--- config.mk ---
export PLATFORM = sky130hd
export DESIGN_NAME = instr_fetch_buffer
export DESIGN_NICKNAME = d
export VERILOG_FILES = /design/src/rtl/fetch_pkg.sv /design/src/rtl/fetch_fifo.sv /design/src/rtl/instr_fetch_buffer.sv
export SDC_FILE = /design/constraint.sdc
export NUM_CORES = 1
export LEC_CHECK = 0
export CAP_MARGIN = 20
export CORE_MARGIN = 1.5
export CORE_UTILIZATION = 50
export CTS_CLUSTER_DIAMETER = 200
export CTS_CLUSTER_SIZE = 8
export DETAILED_ROUTE_END_ITERATION = 7
export PLACE_DENSITY_LB_ADDON = 0.05
export SLEW_MARGIN = 20
export SYNTH_ARGS = -nofsm -noshare
export SYNTH_HDL_FRONTEND = slang
export SYNTH_SLANG_ARGS = --single-unit
--- constraint.sdc ---
create_clock -name clk -period 3.2 [get_ports clk]
set_clock_uncertainty 0.15 [all_clocks]
set_input_delay 0.32 -clock clk [delete_from_list [all_inputs] [get_ports clk]]
set_output_delay 0.32 -clock clk [all_outputs]
set_load 0.01 [all_outputs]
--- src/rtl/fetch_pkg.sv ---
// fetch_pkg: shared types for the instruction fetch stage.
// Latency: n/a (types, constants and a PC helper only).
// Backpressure: n/a.
package fetch_pkg;

    localparam int FETCH_ADDR_W  = 8;
    localparam int FETCH_INSTR_W = 16;

    typedef logic [FETCH_ADDR_W-1:0]  addr_t;
    typedef logic [FETCH_INSTR_W-1:0] instr_t;

    typedef enum logic [1:0] {
        IDLE    = 2'd0,
        REQ     = 2'd1,
        DISCARD = 2'd2
    } fetch_state_e;

    typedef struct packed {
        instr_t word;
        addr_t  pc;
    } fetch_entry_t;

    // Sequential fetch address; wraps naturally modulo 2**FETCH_ADDR_W.
    function automatic addr_t next_pc(input addr_t pc);
        return pc + addr_t'(1);
    endfunction

endpackage

--- src/rtl/fetch_fifo.sv ---
// fetch_fifo: DEPTH-entry queue of fetched {word, pc} entries with flush.
// Latency: push visible at head the cycle after; head is read combinationally.
// Backpressure: none internally; the producer must not push when full unless popping.
module fetch_fifo
    import fetch_pkg::*;
#(
    parameter int DEPTH = 2
) (
    input  logic                     clk,
    input  logic                     reset,
    input  logic                     push,
    input  fetch_entry_t             push_data,
    input  logic                     pop,
    input  logic                     flush,
    output fetch_entry_t             head,
    output logic [$clog2(DEPTH):0]   count,
    output logic                     empty,
    output logic                     full
);

    localparam int PW = $clog2(DEPTH);
    localparam int CW = PW + 1;

    fetch_entry_t   store [DEPTH];
    logic [PW-1:0]  rd_ptr;
    logic [PW-1:0]  wr_ptr;

    // Pointers and occupancy; flush empties the queue in one cycle.
    always_ff @(posedge clk) begin
        if (reset || flush) begin
            rd_ptr <= '0;
            wr_ptr <= '0;
            count  <= '0;
        end else begin
            if (push) begin
                wr_ptr <= wr_ptr + PW'(1);
            end
            if (pop) begin
                rd_ptr <= rd_ptr + PW'(1);
            end
            count <= count + CW'(push) - CW'(pop);
        end
    end

    // Entry storage; contents need no reset because count gates validity.
    always_ff @(posedge clk) begin
        if (push && !reset && !flush) begin
            store[wr_ptr] <= push_data;
        end
    end

    // Head and status flags.
    always_comb begin
        head  = store[rd_ptr];
        empty = (count == '0);
        full  = (count == CW'(DEPTH));
    end

endmodule

--- src/rtl/instr_fetch_buffer.sv ---
// instr_fetch_buffer: drives instruction memory, queues fetched words, flushes on redirect.
// Latency: mem_ack in cycle N gives instr_valid in N+1 (same cycle when FETCH_BYPASS_EN is defined).
// Backpressure: a request is issued only when the queue will have room, so an ack never meets a full queue.
// Optional feature macro: FETCH_BYPASS_EN (empty-queue ack forwarded combinationally to instr/instr_pc).
module instr_fetch_buffer
    import fetch_pkg::*;
#(
    parameter int                      ADDR_W   = FETCH_ADDR_W,
    parameter int                      INSTR_W  = FETCH_INSTR_W,
    parameter int                      DEPTH    = 2,
    parameter logic [FETCH_ADDR_W-1:0] RESET_PC = '0
) (
    input  logic               clk,
    input  logic               reset,
    output logic               mem_req,
    output logic [ADDR_W-1:0]  mem_addr,
    input  logic               mem_ack,
    input  logic [INSTR_W-1:0] mem_rdata,
    output logic               instr_valid,
    output logic [INSTR_W-1:0] instr,
    output logic [ADDR_W-1:0]  instr_pc,
    input  logic               instr_take,
    input  logic               redirect,
    input  logic [ADDR_W-1:0]  redirect_pc
);

    localparam int CW = $clog2(DEPTH) + 1;

    fetch_state_e  state;
    fetch_state_e  state_nxt;
    addr_t         fetch_pc;
    addr_t         fetch_pc_nxt;
    addr_t         target_pc;
    addr_t         target_pc_nxt;

    fetch_entry_t  push_entry;
    fetch_entry_t  head;
    logic [CW-1:0] fifo_count;
    logic [CW-1:0] count_after;
    logic          fifo_empty;
    logic          fifo_full;
    logic          fifo_push;
    logic          fifo_pop;
    logic          ack_live;
    logic          bypass_hit;
    logic          take_ok;
    logic          room;

    fetch_fifo #(
        .DEPTH     (DEPTH)
    ) u_fifo (
        .clk       (clk),
        .reset     (reset),
        .push      (fifo_push),
        .push_data (push_entry),
        .pop       (fifo_pop),
        .flush     (redirect),
        .head      (head),
        .count     (fifo_count),
        .empty     (fifo_empty),
        .full      (fifo_full)
    );

    // An outstanding request is always at fetch_pc; in DISCARD it still names the stale address.
    always_comb begin
        mem_req  = (state != IDLE);
        mem_addr = fetch_pc;
    end

    // Head presentation; the bypass variant forwards an ack straight through when the queue is empty.
`ifdef FETCH_BYPASS_EN
    always_comb begin
        bypass_hit  = fifo_empty & ack_live;
        instr_valid = ~fifo_empty | bypass_hit;
        instr       = fifo_empty ? mem_rdata : head.word;
        instr_pc    = fifo_empty ? fetch_pc  : head.pc;
    end
`else
    always_comb begin
        bypass_hit  = 1'b0;
        instr_valid = ~fifo_empty;
        instr       = head.word;
        instr_pc    = head.pc;
    end
`endif

    // Queue traffic: redirect kills both the take and any same-cycle ack data.
    always_comb begin
        ack_live        = (state == REQ) & mem_ack & ~redirect;
        take_ok         = instr_take & instr_valid & ~redirect;
        push_entry.word = mem_rdata;
        push_entry.pc   = fetch_pc;
        // A bypassed word that is taken in the same cycle never enters the queue.
        fifo_push       = ack_live & ~(bypass_hit & instr_take) & (~fifo_full | fifo_pop);
        fifo_pop        = take_ok & ~fifo_empty;
        if (redirect) begin
            count_after = '0;
        end else begin
            count_after = fifo_count + CW'(fifo_push) - CW'(fifo_pop);
        end
        room = (count_after < CW'(DEPTH));
    end

    // Fetch FSM next-state: one outstanding request, redirect target latched while discarding.
    always_comb begin
        state_nxt     = state;
        fetch_pc_nxt  = fetch_pc;
        target_pc_nxt = target_pc;
        case (state)
            IDLE: begin
                if (redirect) begin
                    fetch_pc_nxt = redirect_pc;
                end
                if (room) begin
                    state_nxt = REQ;
                end
            end
            REQ: begin
                if (redirect) begin
                    if (mem_ack) begin
                        // Request finished this cycle; its data is dropped and the target is fetched next.
                        fetch_pc_nxt = redirect_pc;
                        state_nxt    = REQ;
                    end else begin
                        // mem_addr must hold until the ack, so park the target.
                        target_pc_nxt = redirect_pc;
                        state_nxt     = DISCARD;
                    end
                end else if (mem_ack) begin
                    fetch_pc_nxt = next_pc(fetch_pc);
                    state_nxt    = room ? REQ : IDLE;
                end
            end
            DISCARD: begin
                if (redirect) begin
                    target_pc_nxt = redirect_pc;
                end
                if (mem_ack) begin
                    fetch_pc_nxt = redirect ? redirect_pc : target_pc;
                    state_nxt    = IDLE;
                end
            end
            default: begin
                state_nxt = IDLE;
            end
        endcase
    end

    // FSM and address registers.
    always_ff @(posedge clk) begin
        if (reset) begin
            state     <= IDLE;
            fetch_pc  <= RESET_PC;
            target_pc <= RESET_PC;
        end else begin
            state     <= state_nxt;
            fetch_pc  <= fetch_pc_nxt;
            target_pc <= target_pc_nxt;
        end
    end

endmodule

==> results.yml <==
outcome:
  outcome: "finished clean"
global_route:
  grt_start_max_net_pins: 25
  gr-usage-met3_pct: 4.672
  grtUsageMet2_pct: 29.49
  grt_usage_pct: 18.96
  grt.busiest_layer: "met2"
  antenna_found_initial: 0
  grtUsageMet1_pct: 24.98
  grt_pass1_vias: 2061
  grt_pass1_wl_um: 10230
  grt.overflow.total: 0
die:
  die-area_sq_um: 6869
  initial_core_util_pct: 52.95
  die_w_um: 82.88
  ios: 63
  fp.dieH_um: 82.88
  rows: 28
  fp.coreArea_sq_um: 6026
layout:
  layout_commonest_cell: "clkdlybuf4s50_1"
  diodes: 0
  design_area_sq_um: 4066
  finalCoreUtilization_pct: 67.48
  syn_to_final_growth_pct: 27.45
  final_nets: 354
  layout_common_cells: "clkdlybuf4s50_1 (62), edfxtp_1 (48), mux2_2 (24), dfxtp_1 (23), nand2_1 (19)"
  fin_cells: 398
  drive_gt1_share_pct: 17.34
worst_setup_path:
  crit_path_end: "state[0]"
  rrSetupSlack_ps: 620
  crit_slowest_cell: "ha_1"
  endpoint_kind: "register"
  r2r_end: "state[0]"
  critical_path_class: "reg2reg"
  crit_chain: "inv_1 > ha_1 > nand2_1 > nor3_2 > ha_1 > xnor3_1 > o221ai_2 > nand2_1 > a21oi_1"
  required_ps: 3330
  worstPathMaxFanout: 12
  max_stage_delay_ps: 360
  critPathLaunch: "state[1]"
  critical_path_arrival_ps: 2710
  timing.rr.start: "state[1]"
  r2r_cells: 9
  start_kind: "register"
cts:
  clockRootBuffer: "clkbuf_8"
  cts.clk_slew.worst_paths_ps: 70
  numCtsBuffers: 9
  clkLatencyLatePin_ps: 340
  htreeDepth: 3
  cts.sinks: 71
  cts-resized-gates: 0
  cts_setup_buffers: 0
  hold_buffers: 0
  cts_tree: "done"
  cts_max_path_buffers: 2
pwr:
  switchingPower_w: 0.0004977
  p_total_w: 0.002081
  p_int_w: 0.001584
  power_frac_clock_pct: 37.3
  power-per-cell-area_nw_per_um2: 511.9
  seq_power_share_pct: 50.4
  pwr-share-comb_pct: 12.4
  p_leak_nw: 1.395
  swShare_pct: 23.91
  peakVddDrop_mv: 0.2967
logic_synthesis:
  synthesis.area_sq_um: 3191
  synth_ff_type: "edfxtp_1"
  avgSynthCellArea_sq_um: 12.56
  ys_async_sr_fraction_pct: 0
  synth_edf_count: 48
  synthCells: 254
  ys_types: 47
  yosys_register_bits: 71
  syn_nets: 290
  ys_seq_area_share_pct: 59.61
  ys_warn_count: 0
placement:
  dpl-instance-area_sq_um: 3854
  gp_congestion: 0.7997
  place.detailed.hpwl_um: 4209
  portBuffers: 62
  dpl.cell_count: 382
timing:
  setup_violations: 0
  slew_viol_final: 0
  rsz0062_at_grt: "no"
  fin_crit_ps: 2578
  hold_viol_final: 0
  worst_pin_slew_ps: 481.7
  fin_tns_setup_ps: 0
  max_clock_freq_mhz: 387.9
  fin_crit_sh_pct: 80.57
  slew_headroom_pct: 67.78
route:
  wl_per_cell_um: 15.50
  via_per_inst: 5.467
  wl_um: 6170
  via_count: 2176
  antenna_left: 0
  detailedRoute.firstPassIterationCount: 4
  post-route-drc-count: 0
  drt_iter0_drc: 133
hold_path:
  hold_class: "reg2reg"
flow_run:
  maxCapViolCount: 0
==> metrics by stage <==
| step | hold slack, ps | worst slack (ps) |
|---|---|---|
| global placement | 292.2 | 644.2 |
| global route | 326.2 | 289.2 |
| CTS | 308.3 | 609.8 |
| floorplan | 268.9 | 599.0 |
| finish | 303.8 | 621.8 |
| detailed placement | 297.9 | 579.8 |
==> area by class of cell <==
type                    count  area, sq um
clock buffers              11        131.4
clock inverters             5        81.33
fillers                   476         1959
inverters                  13        48.80
multi-input cells         156         1151
flip-flops and latches     71         1902
well taps                  75        93.84
repair buffers             67        658.1
==> power by group through the flow <==
| stage | combinational (W) | clock, W | sequential, W |
|---|---|---|---|
| after floorplan | 0.000148 | 0 | 0.00106 |
| after global placement | 0.000255 | 0 | 0.00107 |
| after detailed placement | 0.000257 | 0 | 0.00107 |
| after CTS | 0.000259 | 0.000796 | 0.00105 |
| after global routing | 0.000283 | 0.000834 | 0.00105 |
| final | 0.000257 | 0.000776 | 0.00105 |
==> worst max-delay path, delay by kind of cell, from the launching register on <==
| kind | cells | cell delay, ps |
|---|---|---|
| AO/OA/AOI/OAI | 2 | 350 |
| flip-flops | 1 | 350 |
| AND/OR/NAND/NOR | 3 | 740 |
| adder cells (fa/ha/maj) | 2 | 570 |
| buffers and inverters | 1 | 90 |
| XOR/XNOR | 1 | 260 |
==> layer usage <==
layer	vias to the layer above	share of wire, %	routed length (um)
met2	70	49	2998
met3	7	6.2	381
met4	0	1.0	63
met5	-	0	0
met1	1032	44	2726
li1	1067	-	-
==> sequential cells by signal (all words and copies together) (netlist names), named ones only <==
register,count
target_pc,8
u_fifo.rd_ptr,1
state,2
u_fifo.count,2
mem_addr,8
u_fifo.store,48
u_fifo.wr_ptr,1
==> cell usage after synthesis (all sizes together), types with 3 or more instances <==
library cell / number / area, sq um
or2: 3 / 18.77
edfxtp: 48 / 1441
o21ai: 8 / 40.04
nand2: 20 / 77.58
a221oi: 6 / 58.80
nor3: 9 / 50.05
nand3: 12 / 65.06
inv: 13 / 48.80
nand2b: 6 / 40.04
clkbuf: 4 / 15.01
dfxtp: 23 / 460.4
a21oi: 11 / 55.05
buf: 10 / 76.32
xnor2: 4 / 35.03
nand3b: 3 / 22.52
o41ai: 3 / 33.79
o221ai: 3 / 32.53
nor2: 10 / 37.54
mux2: 24 / 270.3
and2: 3 / 18.77
ha: 7 / 87.58
==> cell families after synthesis <==
| logic type | Yosys count | share of synthesized area [%] |
|---|---|---|
| buf+inv | 27 | 4.392 |
| flops | 71 | 59.61 |
| mux | 24 | 8.471 |
| xor+xnor | 6 | 2.078 |
| fa+ha+maj | 7 | 2.745 |
| simple gates | 75 | 12.28 |
| compound gates | 44 | 10.43 |
==> how the worst min path moves through the flow <==
stage / startpoint / slack [ps] / end / depth (start not counted)
2_1_floorplan: mem_rdata[2] / 270 / u_fifo.store[0][10] / 0
3_3_place_gp: target_pc[3] / 290 / target_pc[3] / 2
4_1_cts: target_pc[5] / 310 / target_pc[5] / 2
5_1_grt: target_pc[3] / 330 / target_pc[3] / 2
3_5_place_dp: target_pc[5] / 300 / target_pc[5] / 2
6_report: target_pc[5] / 300 / target_pc[5] / 2
Power figures use the tool's default switching activity.
